### src/rtl/yp_fifo_wr_arbiter.sv
// Round-robin arbiter sharing one FIFO write port among NUM_REQ producers.
// Each written word is tagged {grant_id, payload}; writes are gated by FIFO full.
module yp_fifo_wr_arbiter_lane #(
  parameter int DATA_WIDTH = 8
) (
  input  logic                  sel,
  input  logic                  req,
  input  logic                  full,
  input  logic [DATA_WIDTH-1:0] data,
  output logic                  ready,
  output logic                  wr,
  output logic [DATA_WIDTH-1:0] data_m
);
  assign ready  = sel & ~full;
  assign wr     = req & ready;
  assign data_m = sel ? data : '0;
endmodule

module yp_fifo_wr_arbiter #(
  parameter int NUM_REQ    = 4,
  parameter int DATA_WIDTH = 8,
  parameter int MAX_BURST  = 4,
  parameter int ID_WIDTH   = $clog2(NUM_REQ)
) (
  input  logic                          i_clk,
  input  logic                          i_rstn,
  input  logic [NUM_REQ-1:0]            i_req,
  input  logic [NUM_REQ-1:0]            i_last,
  input  logic [NUM_REQ*DATA_WIDTH-1:0] i_data,
  output logic [NUM_REQ-1:0]            o_ready,
  input  logic                          i_fifo_full,
  output logic                          o_fifo_wr_en,
  output logic [ID_WIDTH+DATA_WIDTH-1:0] o_fifo_wr_data,
  output logic [NUM_REQ-1:0]            o_grant,
  output logic [ID_WIDTH-1:0]           o_grant_id,
  output logic                          o_busy
);
  localparam int            BW        = $clog2(MAX_BURST) + 1;
  localparam logic [BW-1:0] BEAT_LAST = BW'(MAX_BURST - 1);

  typedef enum logic {IDLE, BURST} state_t;

  state_t                             state;
  logic [ID_WIDTH-1:0]                last_id;
  logic [ID_WIDTH-1:0]                pick_id;
  logic [ID_WIDTH-1:0]                cand;
  logic                               pick_vld;
  logic [BW-1:0]                      beat_cnt;
  logic [NUM_REQ-1:0]                 lane_wr;
  logic [NUM_REQ-1:0][DATA_WIDTH-1:0] lane_data;
  logic [DATA_WIDTH-1:0]              mux_data;
  logic                               g_req;
  logic                               g_last;

  // o_grant is all-zero outside BURST, so every lane output idles at zero.
  yp_fifo_wr_arbiter_lane #(.DATA_WIDTH(DATA_WIDTH)) u_lane [NUM_REQ-1:0] (
    .sel    (o_grant),
    .req    (i_req),
    .full   (i_fifo_full),
    .data   (i_data),
    .ready  (o_ready),
    .wr     (lane_wr),
    .data_m (lane_data)
  );

  always_comb begin
    mux_data = '0;
    for (int k = 0; k < NUM_REQ; k++) mux_data |= lane_data[k];
  end

  assign g_req          = |(i_req & o_grant);
  assign g_last         = |(i_last & o_grant);
  assign o_fifo_wr_en   = |lane_wr;
  assign o_fifo_wr_data = {o_grant_id, mux_data};

  // Search starts one past the previous winner and wraps.
  always_comb begin
    pick_vld = 1'b0;
    pick_id  = '0;
    cand     = '0;
    for (int k = 1; k <= NUM_REQ; k++) begin
      cand = ID_WIDTH'((int'(last_id) + k) % NUM_REQ);
      if (!pick_vld && i_req[cand]) begin
        pick_vld = 1'b1;
        pick_id  = cand;
      end
    end
  end

  always_ff @(posedge i_clk or negedge i_rstn) begin
    if (!i_rstn) begin
      state      <= IDLE;
      o_grant    <= '0;
      o_grant_id <= '0;
      o_busy     <= 1'b0;
      beat_cnt   <= '0;
      last_id    <= ID_WIDTH'(NUM_REQ - 1);
    end else begin
      case (state)
        IDLE: if (pick_vld) begin
          state      <= BURST;
          o_grant    <= NUM_REQ'(1) << pick_id;
          o_grant_id <= pick_id;
          last_id    <= pick_id;
          beat_cnt   <= '0;
          o_busy     <= 1'b1;
        end
        BURST: begin
          // A dropped request ends the burst even while the FIFO is full.
          if (!g_req || (!i_fifo_full && (g_last || beat_cnt == BEAT_LAST))) begin
            state      <= IDLE;
            o_grant    <= '0;
            o_grant_id <= '0;
            o_busy     <= 1'b0;
            beat_cnt   <= '0;
          end else if (!i_fifo_full) begin
            beat_cnt <= beat_cnt + 1'b1;
          end
        end
        default: state <= IDLE;
      endcase
    end
  end
endmodule
### config.mk
export PLATFORM = sky130hd
export DESIGN_NAME = yp_fifo_wr_arbiter
export DESIGN_NICKNAME = d
export VERILOG_FILES = /design/src/rtl/yp_fifo_wr_arbiter.sv
export SDC_FILE = /design/constraint.sdc
export NUM_CORES = 1
export LEC_CHECK = 0
export ABC_AREA = 1
export CORE_MARGIN = 3
export CORE_UTILIZATION = 39
export CTS_BUF_LIST = sky130_fd_sc_hd__clkbuf_16
export CTS_CLUSTER_DIAMETER = 40
export DETAILED_ROUTE_END_ITERATION = 8
export MAX_ROUTING_LAYER = met4
export PLACE_DENSITY = 0.84
export SLEW_MARGIN = 20
export SYNTH_ARGS = -nofsm -noshare
export SYNTH_HDL_FRONTEND = slang
export SYNTH_SLANG_ARGS = --single-unit
export TNS_END_PERCENT = 1
### constraint.sdc
create_clock -name i_clk -period 1.64 [get_ports i_clk]
set_input_delay 0.328 -clock i_clk [delete_from_list [all_inputs] [get_ports i_clk]]
set_output_delay 0.328 -clock i_clk [all_outputs]
set_load 0.005 [all_outputs]
==> qor.csv <==
stage,metric,value,unit
status,status,finished with violations,
status,violated checks,negative setup slack,
clock_network,CTS tree,done,
synthesis,Post-Synthesis Cells,192,
sta,fmax,0.595,GHz
synthesis,dominant synthesized flop cell,dfrtp_1,
grt,first-pass GRT wire length,5440,µm
min_path,HP Class,in -> async,
finish,"Core Util, Final",71.9,%
place,Placer Congestion,0.823,
sta,worst setup margin,-0.0394,ns
finish,Final nets,309,
synthesis,Synth area leaders,"nand2_1 23%, dfrtp_1 22%, inv_1 6.7%, buf_4 6.1%, nand2_2 6.1%",
drt,final wirelength,3650,µm
sta,final hold slack,0.392,ns
drt,DR vias/cell,4.59,
grt,Congestion Overflow GR,0,
clock_network,Bufs on Longest Clock Path,2,
place,# port buffers,64,
place,pre-CTS setup slack,-0.411,ns
drt,drt drc,0,
grt,All-Layer GR Usage,18.9,%
clock_network,Clock Sinks,13,
sta,clock skew,0.00221,ns
clock_network,root buffer cell,clkbuf_16,
drt,Avg WL per Cell,12.0,µm
sta,Final min period,1.68,ns
finish,design area,0.00207,mm²
synthesis,Post-synth ARST share,100,%
finish,layout cells sized above 1,22.4,%
synthesis,Yosys warning total,0,
worst_setup_path,required time worst endpoint,1.31,ns
power,cell leakage power,1.07,nW
finish,antenna cells,0,
power,PwrDens,1580,mW/mm²
finish,synthesis-to-finish area growth,69.1,%
drt,ANT nets after route,0,
drt,via count,1401,
sta,Worst-Margin Slew,0.198,ns
place,dpl cell area,0.00191,mm²
worst_setup_path,worst reg2reg path depth,13,
floorplan,Die Height,62.0,µm
floorplan,core region area,0.00288,mm²
sta,period utilization,102,%
grt,largest net degree at the start of global routing,15,
clock_network,worst skew pair latency,0.24,ns
synthesis,largest area contributor in the netlist,nand2_1,
clock_network,H-tree levels,1,
drt,first-pass iteration count of the detailed router,4,
synthesis,post-synth top area share,22.7,%
floorplan,I/O pins,65,
job,maxcap violations,0,
drt,Iter 0 DRT Violations,60,
floorplan,Rows,19,
synthesis,Post-Syn Nets,237,
worst_setup_path,CP max FO,2,
sta,final setup violating endpoints,5,
worst_setup_path,CP Capture Type,output port,
synthesis,post-synth cell types,25,
synthesis,Mean Syn Cell Area,6.37,µm²
synthesis,post-synthesis cell area,0.00122,mm²
floorplan,die outline area,0.00385,mm²
synthesis,most numerous cell in the Yosys netlist,nand2_1,
sta,RSZ-0062 raised after global routing,yes,
worst_setup_path,Arrival @ worst endpoint,1.35,ns
floorplan,Initial Util,42.5,%
grt,antenna violations before repair,0,
synthesis,"Seq/Total Area, Yosys",26.8,%
sta,max-slew violation count,0,
sta,Final Hold Fails,0,
place,hpwl dp,2810,µm
power,Peak VDD IR,1380,µV
floorplan,Die Wd,62.0,µm
worst_setup_path,crit path kind,in -> out,
clock_network,cts bufs inserted,3,
clock_network,Clock transition at path regs,0.04,ns
synthesis,synth cell count leaders,"74 x nand2_1, 22 x inv_1, 13 x nand3_1",
synthesis,Seq cells post-synth,13,
sta,relative slew slack,86.8,%
worst_setup_path,crit start category,input port,
grt,vias in the first global route,1308,
synthesis,"EDFF count, synth",0,
[cell usage in the layout, fill, tap and decap left out, types with 2 or more instances in the layout]
master | netlist | layout
dlygate4sd2_1 | 0 | 9
a21oi_2 | 0 | 2
nand2_4 | 2 | 2
nand2_1 | 74 | 65
o21ai_1 | 3 | 5
dfstp_2 | 2 | 2
dfrtp_1 | 11 | 11
nand3_1 | 13 | 13
dlymetal6s2s_1 | 0 | 4
clkbuf_16 | 0 | 3
nor2_1 | 7 | 6
o21ai_0 | 5 | 3
nand2_2 | 12 | 21
clkdlybuf4s50_1 | 0 | 50
buf_6 | 2 | 6
ha_1 | 2 | 2
inv_1 | 22 | 21
buf_4 | 10 | 14
inv_2 | 0 | 2
nand4_1 | 11 | 11
[through the flow]
step / TNS, ns / power, mW / instances
3_3_place_gp: -4.09 / 2.57 / 297
2_1_floorplan: 0 / 1.96 / 192
3_5_place_dp: -4.73 / 2.62 / 297
4_1_cts: -0.255 / 3.04 / 301
6_report: -0.120 / 3.26 / 305
5_1_grt: -1.22 / 3.57 / 305
[logic make-up (layout without fill, tap and decap cells)]
| family | after synthesis | after routing | synth area share (%) |
|---|---|---|---|
| AO/OA/AOI/OAI | 14 | 14 | 6.13 |
| AND/OR/NAND/NOR | 121 | 121 | 45.5 |
| adder cells (fa/ha/maj) | 2 | 2 | 2.04 |
| multiplexers | 1 | 1 | 0.818 |
| buffers and inverters | 41 | 112 | 18.7 |
| flip-flops | 13 | 13 | 26.8 |
[layout make-up]
cell class | count | area (µm²)
clock buffer | 3 | 75.1
clock inverter | 1 | 3.75
fill | 223 | 807
inverter | 24 | 97.6
multi-input combinational | 138 | 706
sequential | 13 | 328
tap | 42 | 52.6
timing repair buffer | 84 | 807
[flip-flops by register name, indices dropped and copies added, names as in the netlist]
register	flops
o_busy	1
last_id	2
o_grant_id	2
state	1
o_grant	4
beat_cnt	3
[critical path: stages]
cell,delay [ns]
clkdlybuf4s50_1,0.48
inv_1,0.04
o22ai_1,0.15
inv_1,0.08
a21oi_1,0.15
clkbuf_2,0.13
[what timing repair did]
| action | CTS | global route |
|---|---|---|
| gates cloned | 0 | 0 |
| hold endpoints to repair | 0 | 0 |
| endpoints found under the setup margin | 22 | 20 |
| setup buffers | 0 | 4 |
| hold buffers | 0 | 0 |
| pin swaps | 0 | 3 |
| gates resized for setup | 15 | 27 |
[layer usage]
layer | up-vias | track usage (%) | wire length, µm
met5 | - | - | 0
met4 | 0 | 3.33 | 35
met3 | 6 | 3.51 | 181
met2 | 45 | 30.8 | 1860
met1 | 611 | 24.6 | 1580
li1 | 739 | - | -
[path summary, 6_finish.rpt]
check	end	from	slack [ns]
max in group asynchronous	last_id[1]	i_rstn	1.02
setup / recovery	o_fifo_wr_en	i_req[2]	-0.04
setup reg to reg	o_grant[2]	last_id[0]	-0.04
min in group i_clk	o_busy	o_busy	0.48
hold reg to reg	o_busy	o_busy	0.48
hold / removal	beat_cnt[1]	i_rstn	0.39
[power by group]
| part | switching, mW | internal [mW] |
|---|---|---|
| registers | 0.124 | 0.467 |
| logic | 1.22 | 1.01 |
| clock network | 0.119 | 0.320 |
Power figures use the tool's default switching activity.
